===== src/rtl/sccb_master.sv =====
// sccb_master: SCCB/I2C master for camera register configuration.
// Does 3-phase writes and SCCB 2-phase reads (address write, STOP, GAP, START,
// read byte). Everything runs on clk; bus timing comes from a quarter-period
// tick enable rather than a derived clock.
// Ports:
//   clk, rst                 clock, synchronous active-high reset
//   cmd_valid/cmd_ready      command handshake (ready only in IDLE)
//   cmd_rw/id/reg/wdata      command fields, latched on accept
//   rsp_valid/rdata/nack     one-cycle completion pulse plus result
//   busy                     ~cmd_ready
//   sioc_o                   SIOC, push-pull
//   siod_oe/siod_i           open-drain SIOD: oe=1 pulls low, siod_i is the pad
module sccb_master #(
  parameter int DIV       = 250,
  parameter int REG_W     = 8,
  parameter int CHECK_ACK = 1
) (
  input  logic             clk,
  input  logic             rst,
  input  logic             cmd_valid,
  output logic             cmd_ready,
  input  logic             cmd_rw,
  input  logic [6:0]       cmd_id,
  input  logic [REG_W-1:0] cmd_reg,
  input  logic [7:0]       cmd_wdata,
  output logic             rsp_valid,
  output logic [7:0]       rsp_rdata,
  output logic             rsp_nack,
  output logic             busy,
  output logic             sioc_o,
  output logic             siod_oe,
  input  logic             siod_i
);

  localparam int RB = REG_W / 8;
  localparam int DW = (DIV > 1) ? $clog2(DIV) : 1;

  typedef enum logic [2:0] {IDLE, START, BYTE, STOP, GAP, RESP} state_t;

  state_t       st, st_n;
  logic [DW-1:0] div;
  logic [1:0]   q, q_n;
  logic [3:0]   bitn, bit_n;
  logic [1:0]   byten, byte_n;
  logic         phase, phase_n;
  logic [7:0]   sh, sh_n;
  logic         nack, nack_n;
  logic         sioc_n, oe_n;
  logic         rw_q;
  logic [6:0]   id_q;
  logic [15:0]  reg_q;
  logic [7:0]   wd_q;
  logic         tick, rd_byte;
  logic [1:0]   last;

  assign tick      = (div == DW'(DIV - 1));
  assign cmd_ready = (st == IDLE);
  assign busy      = ~cmd_ready;
  // Second byte of the read phase is the slave's data; its 9th bit is ours.
  assign rd_byte   = phase & (byten == 2'd1);
  assign last      = phase ? 2'd1 : (rw_q ? 2'(RB) : 2'(RB + 1));

  // Byte to shift out at index idx of the current phase. The read data byte
  // is loaded as all ones so SIOD stays released while the slave drives it;
  // sampled bits shift in behind it, leaving the received byte in sh.
  function automatic logic [7:0] byte_at(input logic ph, input logic [1:0] idx);
    if (idx == 2'd0)             return {id_q, ph};
    if (ph)                      return 8'hFF;
    if (idx == 2'(RB + 1))       return wd_q;
    if (RB == 2 && idx == 2'd1)  return reg_q[15:8];
    return reg_q[7:0];
  endfunction

  always_comb begin
    st_n    = st;
    q_n     = q;
    bit_n   = bitn;
    byte_n  = byten;
    phase_n = phase;
    sh_n    = sh;
    nack_n  = nack;
    case (st)
      IDLE: if (cmd_valid) begin
        st_n = START; q_n = 2'd0; phase_n = 1'b0; nack_n = 1'b0;
      end
      RESP: st_n = IDLE;
      default: if (tick) begin
        q_n = q + 2'd1;
        if (q == 2'd3) begin
          case (st)
            START: begin
              st_n = BYTE; bit_n = 4'd0; byte_n = 2'd0; sh_n = byte_at(phase, 2'd0);
            end
            BYTE: begin
              if (bitn != 4'd8) begin
                sh_n  = {sh[6:0], siod_i};
                bit_n = bitn + 4'd1;
              end else if (CHECK_ACK != 0 && !rd_byte && siod_i) begin
                nack_n = 1'b1; st_n = STOP;
              end else if (byten == last) begin
                st_n = STOP;
              end else begin
                byte_n = byten + 2'd1;
                bit_n  = 4'd0;
                sh_n   = byte_at(phase, byten + 2'd1);
              end
            end
            STOP:    st_n = (!phase && rw_q && !nack) ? GAP : RESP;
            GAP:     begin st_n = START; phase_n = 1'b1; end
            default: ;
          endcase
        end
      end
    endcase
  end

  // Pad levels for the quarter being entered, so the pins come straight from flops.
  always_comb begin
    sioc_n = 1'b1;
    oe_n   = 1'b0;
    case (st_n)
      START: oe_n = q_n[1];
      BYTE: begin
        sioc_n = q_n[1];
        oe_n   = (bit_n != 4'd8) & ~sh_n[7];
      end
      STOP: begin
        sioc_n = q_n[1];
        oe_n   = (q_n != 2'd3);
      end
      default: ;
    endcase
  end

  always_ff @(posedge clk) begin
    if (rst) begin
      st <= IDLE; div <= '0; q <= 2'd0; bitn <= 4'd0; byten <= 2'd0;
      phase <= 1'b0; sh <= 8'h00; nack <= 1'b0;
      sioc_o <= 1'b1; siod_oe <= 1'b0;
      rsp_valid <= 1'b0; rsp_rdata <= 8'h00; rsp_nack <= 1'b0;
      rw_q <= 1'b0; id_q <= 7'h00; reg_q <= 16'h0000; wd_q <= 8'h00;
    end else begin
      st <= st_n; q <= q_n; bitn <= bit_n; byten <= byte_n;
      phase <= phase_n; sh <= sh_n; nack <= nack_n;
      sioc_o <= sioc_n; siod_oe <= oe_n;
      div <= (st == IDLE || tick) ? '0 : div + 1'b1;
      if (st == IDLE && cmd_valid) begin
        rw_q <= cmd_rw; id_q <= cmd_id; reg_q <= 16'(cmd_reg); wd_q <= cmd_wdata;
      end
      rsp_valid <= 1'b0;
      if (st != RESP && st_n == RESP) begin
        rsp_valid <= 1'b1;
        rsp_nack  <= nack_n;
        rsp_rdata <= (rw_q && !nack_n) ? sh_n : 8'h00;
      end
    end
  end

endmodule

===== config.mk =====
export PLATFORM = sky130hd
export DESIGN_NAME = sccb_master
export DESIGN_NICKNAME = d
export VERILOG_FILES = /design/src/rtl/sccb_master.sv
export SDC_FILE = /design/constraint.sdc
export NUM_CORES = 1
export LEC_CHECK = 0
export ABC_AREA = 1
export CORE_MARGIN = 5
export CORE_UTILIZATION = 55
export DETAILED_ROUTE_END_ITERATION = 10
export HOLD_SLACK_MARGIN = 0.06
export PLACE_DENSITY = 0.87
export REMOVE_ABC_BUFFERS = 1
export SETUP_SLACK_MARGIN = 0.02
export SYNTH_ARGS = -nofsm -noshare
export SYNTH_HDL_FRONTEND = slang
export SYNTH_SLANG_ARGS = --single-unit

===== constraint.sdc =====
create_clock -name clk -period 2.62 [get_ports clk]
set_clock_uncertainty 0.05 [all_clocks]
set_input_delay 0.393 -clock clk [delete_from_list [all_inputs] [get_ports clk]]
set_output_delay 0.393 -clock clk [all_outputs]
set_load 0.02 [all_outputs]

======== Yosys cells after proc, flatten, opt, wreduce, memory -nomap -nowiden ========
Index checks and enable logic that the tools add are counted.
word-level totals
  word-level logic and storage cells ...... 165
  flip-flop bits (word level) ............. 65
  output and inout port bits .............. 14
  bits of input ports ..................... 28
operators by class
  bitwise gates (word level) .............. 7
  mux-type cells .......................... 92
  eq/ne operators ......................... 22
  reductions and logical operators ........ 23
  add/sub/neg operators ................... 4
operators with widths
  operator                                                               number
  8-bit 2-to-1 mux                                                       16
  1-bit 2-to-1 mux                                                       48
  4-bit 2-to-1 mux                                                       6
  3-bit 2-to-1 mux                                                       6
  8-bit case mux with 2 select lines                                     1
  2-bit 2-to-1 mux                                                       7
  3-bit by 2-bit equality test with 1-bit output, second input constant  4
  3-bit case mux with 4 select lines                                     1
  2-bit != test, second input constant                                   5
  3-bit equality test, second input constant                             3
  8-bit by 1-bit adder with 8-bit output, second input constant          1
  8-bit equality test, second input constant                             1
  4-bit != test, second input constant                                   2
  2-bit case mux with 2 select lines                                     2
  4-bit case mux with 2 select lines                                     1
  2-bit nonzero test                                                     4
  2-bit OR reduction                                                     4
  7-bit AND reduction                                                    1
  3-bit by 1-bit equality test with 1-bit output, second input constant  2
  1-bit logical AND                                                      6
  3-bit case mux with 2 select lines                                     1
  1-bit inverter                                                         5
  5-bit AND reduction                                                    1
  2-bit by 1-bit adder with 2-bit output, second input constant          2
  12 further kinds                                                       18

======== Longest topological paths before layout ========
Gate-level depths: netlist of run 1.
  depth after elaboration ................. 40
  depth in mapped cells ................... 17
  mapped depth without buffers ............ 17

======== Worst setup path after synthesis of run 1 ========
Ideal clock, no wire load.
  path type ............................... register -> register
  start ................................... register bitn[0]
  end ..................................... register rsp_rdata[0]
  path slack .............................. 0.776 ns
  arrival time ............................ 1.681 ns
  path buffers ............................ 1
  data required time ...................... 2.457 ns
  stages on the path, launching flop included .. 17
  cell sequence ........................... dfxtp_1 > inv_1 > ha_1 > nand2_1 > nor2_4 > inv_2 > nor2_8 > nand2_4 > nand2_1 > nand3_1 > nand2_1 > nand2_2 > nand2_4 > and3_1 > buf_4 > nand3_1 > nand2_1
between the ends
  longest elaborated chain between the ends .. 9
  elaborated cells between the ends (all ways) .. 21
ends and longest elaborated chain
  element                                                                     RTL line  source
  from (decl)                                                                 43        logic [3:0] bitn, bit_n;
  from (signal assigned)                                                      143       st <= st_n; q <= q_n; bitn <= bit_n; byten <= byte_n;
  4-bit != test (*)                                                           95        if (bitn != 4'd8) begin
  branches (longest 8 deep; another with 3-bit case mux with 4 select lines)  -
  to (signal assigned)                                                        154       rsp_rdata <= (rw_q && !nack_n) ? sh_n : 8'h00;
  to (decl)                                                                   27        output logic [7:0] rsp_rdata,
Every way passes the cells marked *.
A chain may end at the register's enable or synchronous reset.

======== Final worst setup path of run 1 ========
  start ................................... register bitn[0]
  end ..................................... register rsp_rdata[3]
Same word-level chain as after synthesis.

==> flow_summary.ini, run 1 <==
[status]
status = finished clean

[yosys]
yosys.area_share.simple = 0.349
synth.distinct_cells = 39
ys_ff_latch = 65
avgSynthCellArea_sq_um = 6.96
synth_top_family_by_area = simple AND/OR/NAND/NOR gates
synth_xor_area_frac = 0.0106
synth-compound-area-share = 0.137
muxShareOfSynthArea = 0
synth-seq-area-share = 0.395
synthAdderAreaFrac = 0.0303
synthesis.area_sq_mm = 0.00330
ys_warn_count = 0
synth_cells = 474

[global_routing]
track_usage = 0.220
grt_pass1_wl_mm = 13.3
grt_pass1_vias = 3024
antenna_found_initial = 0
grt_max_degree = 35
grt-ovfl-total = 0

[floorplanning]
coreArea_sq_mm = 0.00589
die_w_um = 87.4
die-area_sq_mm = 0.00765
die-height_um = 87.4
rows = 28
start_util = 0.560
io_pins = 42

[pwr]
p_leak_nw = 1.67
switchingPower_mw = 0.490
p_comb_frac = 0.095
seqPwrFrac = 0.532
vdd_drop_max_uv = 321
power.density_mw_per_mm2 = 496
swShare = 0.251
p_int_mw = 1.46
pwr-share-clk = 0.373

[clocking]
postCtsHoldBufs = 0
clkLatencyLatePin_ns = 0.34
cts_setup_buffers = 0
clock_sinks = 65
cts_tree = yes
cts-root-buf = clkbuf_8
clkTransAtPathRegs_ns = 0.07
clockBufferDepth = 2
htreeDepth = 3
cts_made_buffers = 9
cts_resized = 0

[critical_path]
cpMostUsedCell = nand2_1
cp_slowest_cell = dfxtp_1
cpPeakStageDelay_ns = 0.35
worstPathCellList = inv_1 > ha_1 > nand2_1 > nor2_4 > inv_2 > nor2_8 > nand2_4 > nand2_1 > nand3_1 > nand2_1 > nand2_2 > nand2_4 > and3_1 > nand3_1 > nand2_1
cp.arrival_ns = 2.45
worstSetupPathType = reg -> reg
path_max_fanout = 7
cp-end-kind = flip-flop
required_ns = 2.86
startpoint_type = flip-flop

[drt]
drc_errors = 0
ant_nets = 0
drt_wl_total_mm = 7.81
drtIter0Drc = 223
viasPerCell = 5.31
avgRoutedWirePerCell_um = 13.1
vias = 3166
dr.pass1.iters = 5

[place]
gp_congestion = 0.913
io_buffers = 41
dpl_worst_slack_ns = 0.310
post-dp-hpwl_mm = 5.89

[sta]
tightest_slew_ns = 0.621
max_slew_margin = 0.584
fmax_ghz = 0.453
drv_slew = 0
rsz0062_at_grt = no
fin_tns_setup_ns = 0
setup_violations = 0
fin_crit_ns = 2.21
setup_ws_ns = 0.411
period_share = 0.843
hold_viol = 0

[cells_and_area]
num_antenna_cells = 0
drive_gt1_frac = 0.0902
synthToLayoutAreaGrowth_pct = 19.4
nets = 553
n_fill_cell = 524

[job]
maxCapViolations = 0

[worst_hold_path]
hold_class = reg -> reg
## routing by layer
metal	track usage	routed length, um	vias to the layer above	part of all wire
li1	-	-	1606	-
met1	0.263	3270	1436	0.42
met2	0.379	3860	101	0.49
met3	0.0397	458	23	0.059
met4	0.105	224	0	0.029
met5	0	0	-	0
## power by group through the flow
| stage | Clock, mW | Combinational, mW | Sequential (mW) |
|---|---|---|---|
| floorplan | 0 | 0.103 | 1.06 |
| global placement | 0 | 0.180 | 1.06 |
| detailed placement | 0 | 0.184 | 1.06 |
| CTS | 0.737 | 0.186 | 1.04 |
| global route | 0.786 | 0.208 | 1.04 |
| finish | 0.728 | 0.186 | 1.04 |
## cell usage in the layout (no fill, tap or decap), types with 2 or more instances in the layout
cell / count
o21ai_1: 2
nand2_1: 118
nor2_2: 4
xor2_1: 2
nand3_4: 3
nand2_4: 3
inv_1: 47
inv_4: 2
xnor2_1: 2
buf_4: 3
nor2_1: 64
nand3_1: 36
o2111ai_1: 3
nand2_2: 3
a21oi_2: 2
dfxtp_1: 65
inv_2: 4
nand4_1: 5
o211ai_1: 3
clkinv_2: 2
o21ai_0: 34
ha_1: 8
clkbuf_8: 10
clkbuf_1: 2
a21oi_1: 33
nor2_4: 5
clkdlybuf4s50_1: 41
## sequential cells by signal, indices dropped and copies added, names as in the netlist, 3 cells and up
name       cells
bitn           4
div            8
id_q           7
reg_q          8
rsp_rdata      8
sh             8
st             3
wd_q           8
## kinds of logic after synthesis
logic type                 Yosys count
xor gates and xnor gates             4
and+or+nand+nor                    249
AOI/OAI and AO/OA                   82
adders and majority gates            8
DFF                                 65
buffers and inverters               66
## final cells by class
cell class	instances	area (sq um)	share of cell area
timing repair buffer	44	433	0.110
clock inverter	3	17.5	0.00445
sequential	65	1300	0.330
clock buffer	12	145	0.0368
multi-input combinational	343	1740	0.441
tap	75	93.8	0.0238
inverter	54	213	0.0540
## Yosys cell counts, drive strengths merged
cell type  instances  area, sq um
a21boi             2         15.0
a21oi             35          183
a22oi              1         7.51
and3               1         6.26
buf                5         22.5
clkbuf             7         26.3
clkinv             1         8.76
dfxtp             65         1300
ha                 8          100
inv               53          204
nand2            124          495
nand3             40          243
nand3b             1         7.51
nand4              5         31.3
nor2              74          342
nor3               1         5.00
nor3b              1         7.51
nor4               1         6.26
o2111ai            3         26.3
o211ai             3         22.5
o21a               2         16.3
o21ai             36          180
or2                1         6.26
xnor2              2         17.5
xor2               2         17.5
## metrics by stage
stage / instance area [sq um] / cells / power [mW] / hold slack [ns] / utilization
CTS: 3940 / 596 / 1.96 / 0.406 / 0.669
global placement: 3780 / 581 / 1.24 / 0.389 / 0.642
global route: 3940 / 596 / 2.04 / 0.433 / 0.669
floorplan: 3250 / 462 / 1.16 / 0.382 / -
detailed placement: 3780 / 581 / 1.24 / 0.392 / 0.642
finish: 3940 / 596 / 1.95 / 0.402 / 0.669
## final timing paths
kind	from	to	slack, ns	depth (start not counted)
max	bitn[0]	rsp_rdata[3]	0.41	15
min reg2reg	rsp_rdata[0]	rsp_rdata[0]	0.40	2
min	rsp_rdata[0]	rsp_rdata[0]	0.40	2
max reg2reg	bitn[0]	rsp_rdata[3]	0.41	15
## worst max-delay path, delay by kind of cell, from the launching register on
kind,cells,cell delay (ns)
simple gates,12,1.38
flops,1,0.35
buf+inv,2,0.21
fa+ha+maj,1,0.15
(Power assumes the default switching activity.)
==> run 2: changes to the inputs <==
- CORE_UTILIZATION: 55 -> 50
- PLACE_DENSITY: 0.87 -> 0.84
- clock period: 2.62 -> 1.9 ns (I/O delays scaled with it)
==> run 2 against run 1 <==
Net effect: the run now ends with setup timing left; worst hold slack worse by 0.0017 ns; core utilization is 3.4 points higher; setup slack worse by 0.42 ns; global-route usage is 1.0 points lower; register-to-register slack worse by 0.42 ns; via count is 8.1% higher; first-iteration DRC count is 1.8% lower; combinational power is 59% higher; cell count is 7.0% higher; clock power is 73% higher.
==> flow_summary.ini, run 2 (synthesized netlist as in run 1, its figures left out) <==
[job]
maxCapViolations = 0

[place]
io_buffers = 41
gp_congestion = 0.955
post-dp-hpwl_mm = 6.24

[clocking]
htreeDepth = 3
clockBufferDepth = 2
clkTransAtPathRegs_ns = 0.07
cts-root-buf = clkbuf_8
cts_tree = yes
clock_sinks = 65
postCtsHoldBufs = 0
clkLatencyLatePin_ns = 0.34
cts_made_buffers = 9

[critical_path]
cp.arrival_ns = 2.10
path_max_fanout = 5
worstSetupPathType = reg -> reg
required_ns = 2.08
cp-end-kind = flip-flop
startpoint_type = flip-flop

[sta]
fmax_ghz = 0.523
drv_slew = 0
hold_viol = 0
rsz0062_at_grt = yes
whs_ns = 0.400
period_share = 1.01
fin_crit_ns = 1.91
max_slew_margin = 0.583
fin_tns_setup_ns = -0.0381
setup_violations = 5
setup_ws_ns = -0.0117
tightest_slew_ns = 0.623

[global_routing]
grt_pass1_vias = 3259
track_usage = 0.210
grt-ovfl-total = 0
antenna_found_initial = 0
grt_pass1_wl_mm = 14.4
grt_max_degree = 34

[pwr]
power.density_mw_per_mm2 = 665
total_power_mw = 2.99
p_leak_nw = 1.91
vdd_drop_max_uv = 520

[cells_and_area]
synthToLayoutAreaGrowth_pct = 36.2
layout.cells.most_common = nand2_1
mostFrequentLayoutCells = 107 x nand2_1, 59 x nor2_1, 57 x dfxtp_1
nets = 593
drive_gt1_frac = 0.239
num_antenna_cells = 0

[drt]
vias = 3421
drt_wl_total_mm = 8.88
avgRoutedWirePerCell_um = 13.9
viasPerCell = 5.36
ant_nets = 0
drtIter0Drc = 219
drc_errors = 0
dr.pass1.iters = 8

[floorplanning]
coreArea_sq_mm = 0.00639
die_w_um = 91.2
rows = 29
io_pins = 42
die-area_sq_mm = 0.00832
start_util = 0.516
die-height_um = 91.2

[worst_hold_path]
hold_class = reg -> reg

[status]
status = finished with violations
violations = setup timing
run 2: cell types whose count changed in the layout (fill, tap and decap cells not counted), sizes merged:
cell / before / now
dlygate4sd2: 0 / 2
nand3: 40 / 41
buf: 3 / 42
clkinvlp: 1 / 0
clkinv: 3 / 2
clkdlybuf4s50: 41 / 39
bufinv: 0 / 2
run 2: per-stage QoR:
stage	area, sq um	worst slack, ns	instances	utilization
finish	4490	-0.0117	638	0.703
global route	4490	-0.130	638	0.703
CTS	4340	0.0128	634	0.679
detailed placement	4010	-0.0803	612	0.628
global placement	4010	-0.0129	612	0.628
floorplan	3250	0.0185	462	-
run 2: area by class of cell:
cell class / instances / area [sq um]
timing repair buffer: 83 / 751
inverter: 54 / 220
clock buffer: 12 / 145
clock inverter: 3 / 65.1
sequential: 65 / 1310
fill: 513 / 1890
tap: 77 / 96.3
multi-input combinational: 344 / 1900
run 2: path summary, 6_finish.rpt:
check               startpoint            to  slack (ns)  cells after the start
setup / recovery       bitn[0]  rsp_rdata[3]       -0.01                     17
hold / removal    rsp_rdata[3]  rsp_rdata[3]        0.40                      2
setup reg to reg       bitn[0]  rsp_rdata[3]       -0.01                     17
hold reg to reg   rsp_rdata[3]  rsp_rdata[3]        0.40                      2
run 2: per-layer routing:
layer	vias up	wire (um)	track usage
met1	1584	3680	0.253
li1	1701	-	-
met4	0	129	0.0770
met3	14	571	0.0587
met2	122	4490	0.356
met5	-	0	0
run 2: power breakdown:
| part | switching [mW] | internal, mW | leakage [nW] |
|---|---|---|---|
| Combinational | 0.162 | 0.133 | 1.27 |
| Clock | 0.492 | 0.766 | 0.106 |
| Sequential | 0.0245 | 1.41 | 0.534 |
| Total | 0.678 | 2.31 | 1.91 |
run 2: repair_timing:
action / CTS / global route
cloned: 1 / 0
gates resized for setup: 29 / 40
pin swaps: 13 / 18
setup endpoints to repair: 11 / 15
buffers inserted: 6 / 5
run 2: critical path, stage by stage, from the launching register on:
cell	delay [ns]
dfxtp_2	0.33
inv_2	0.07
ha_4	0.14
nand2_4	0.05
nor2_4	0.18
inv_4	0.07
nor2_8	0.12
nand2_4	0.09
nand2_2	0.08
nand3_2	0.06
nand2_2	0.06
nand2_2	0.06
nand2_4	0.09
nand3_4	0.11
nand2_4	0.10
inv_4	0.05
nand2_1	0.05
nand2_1	0.04
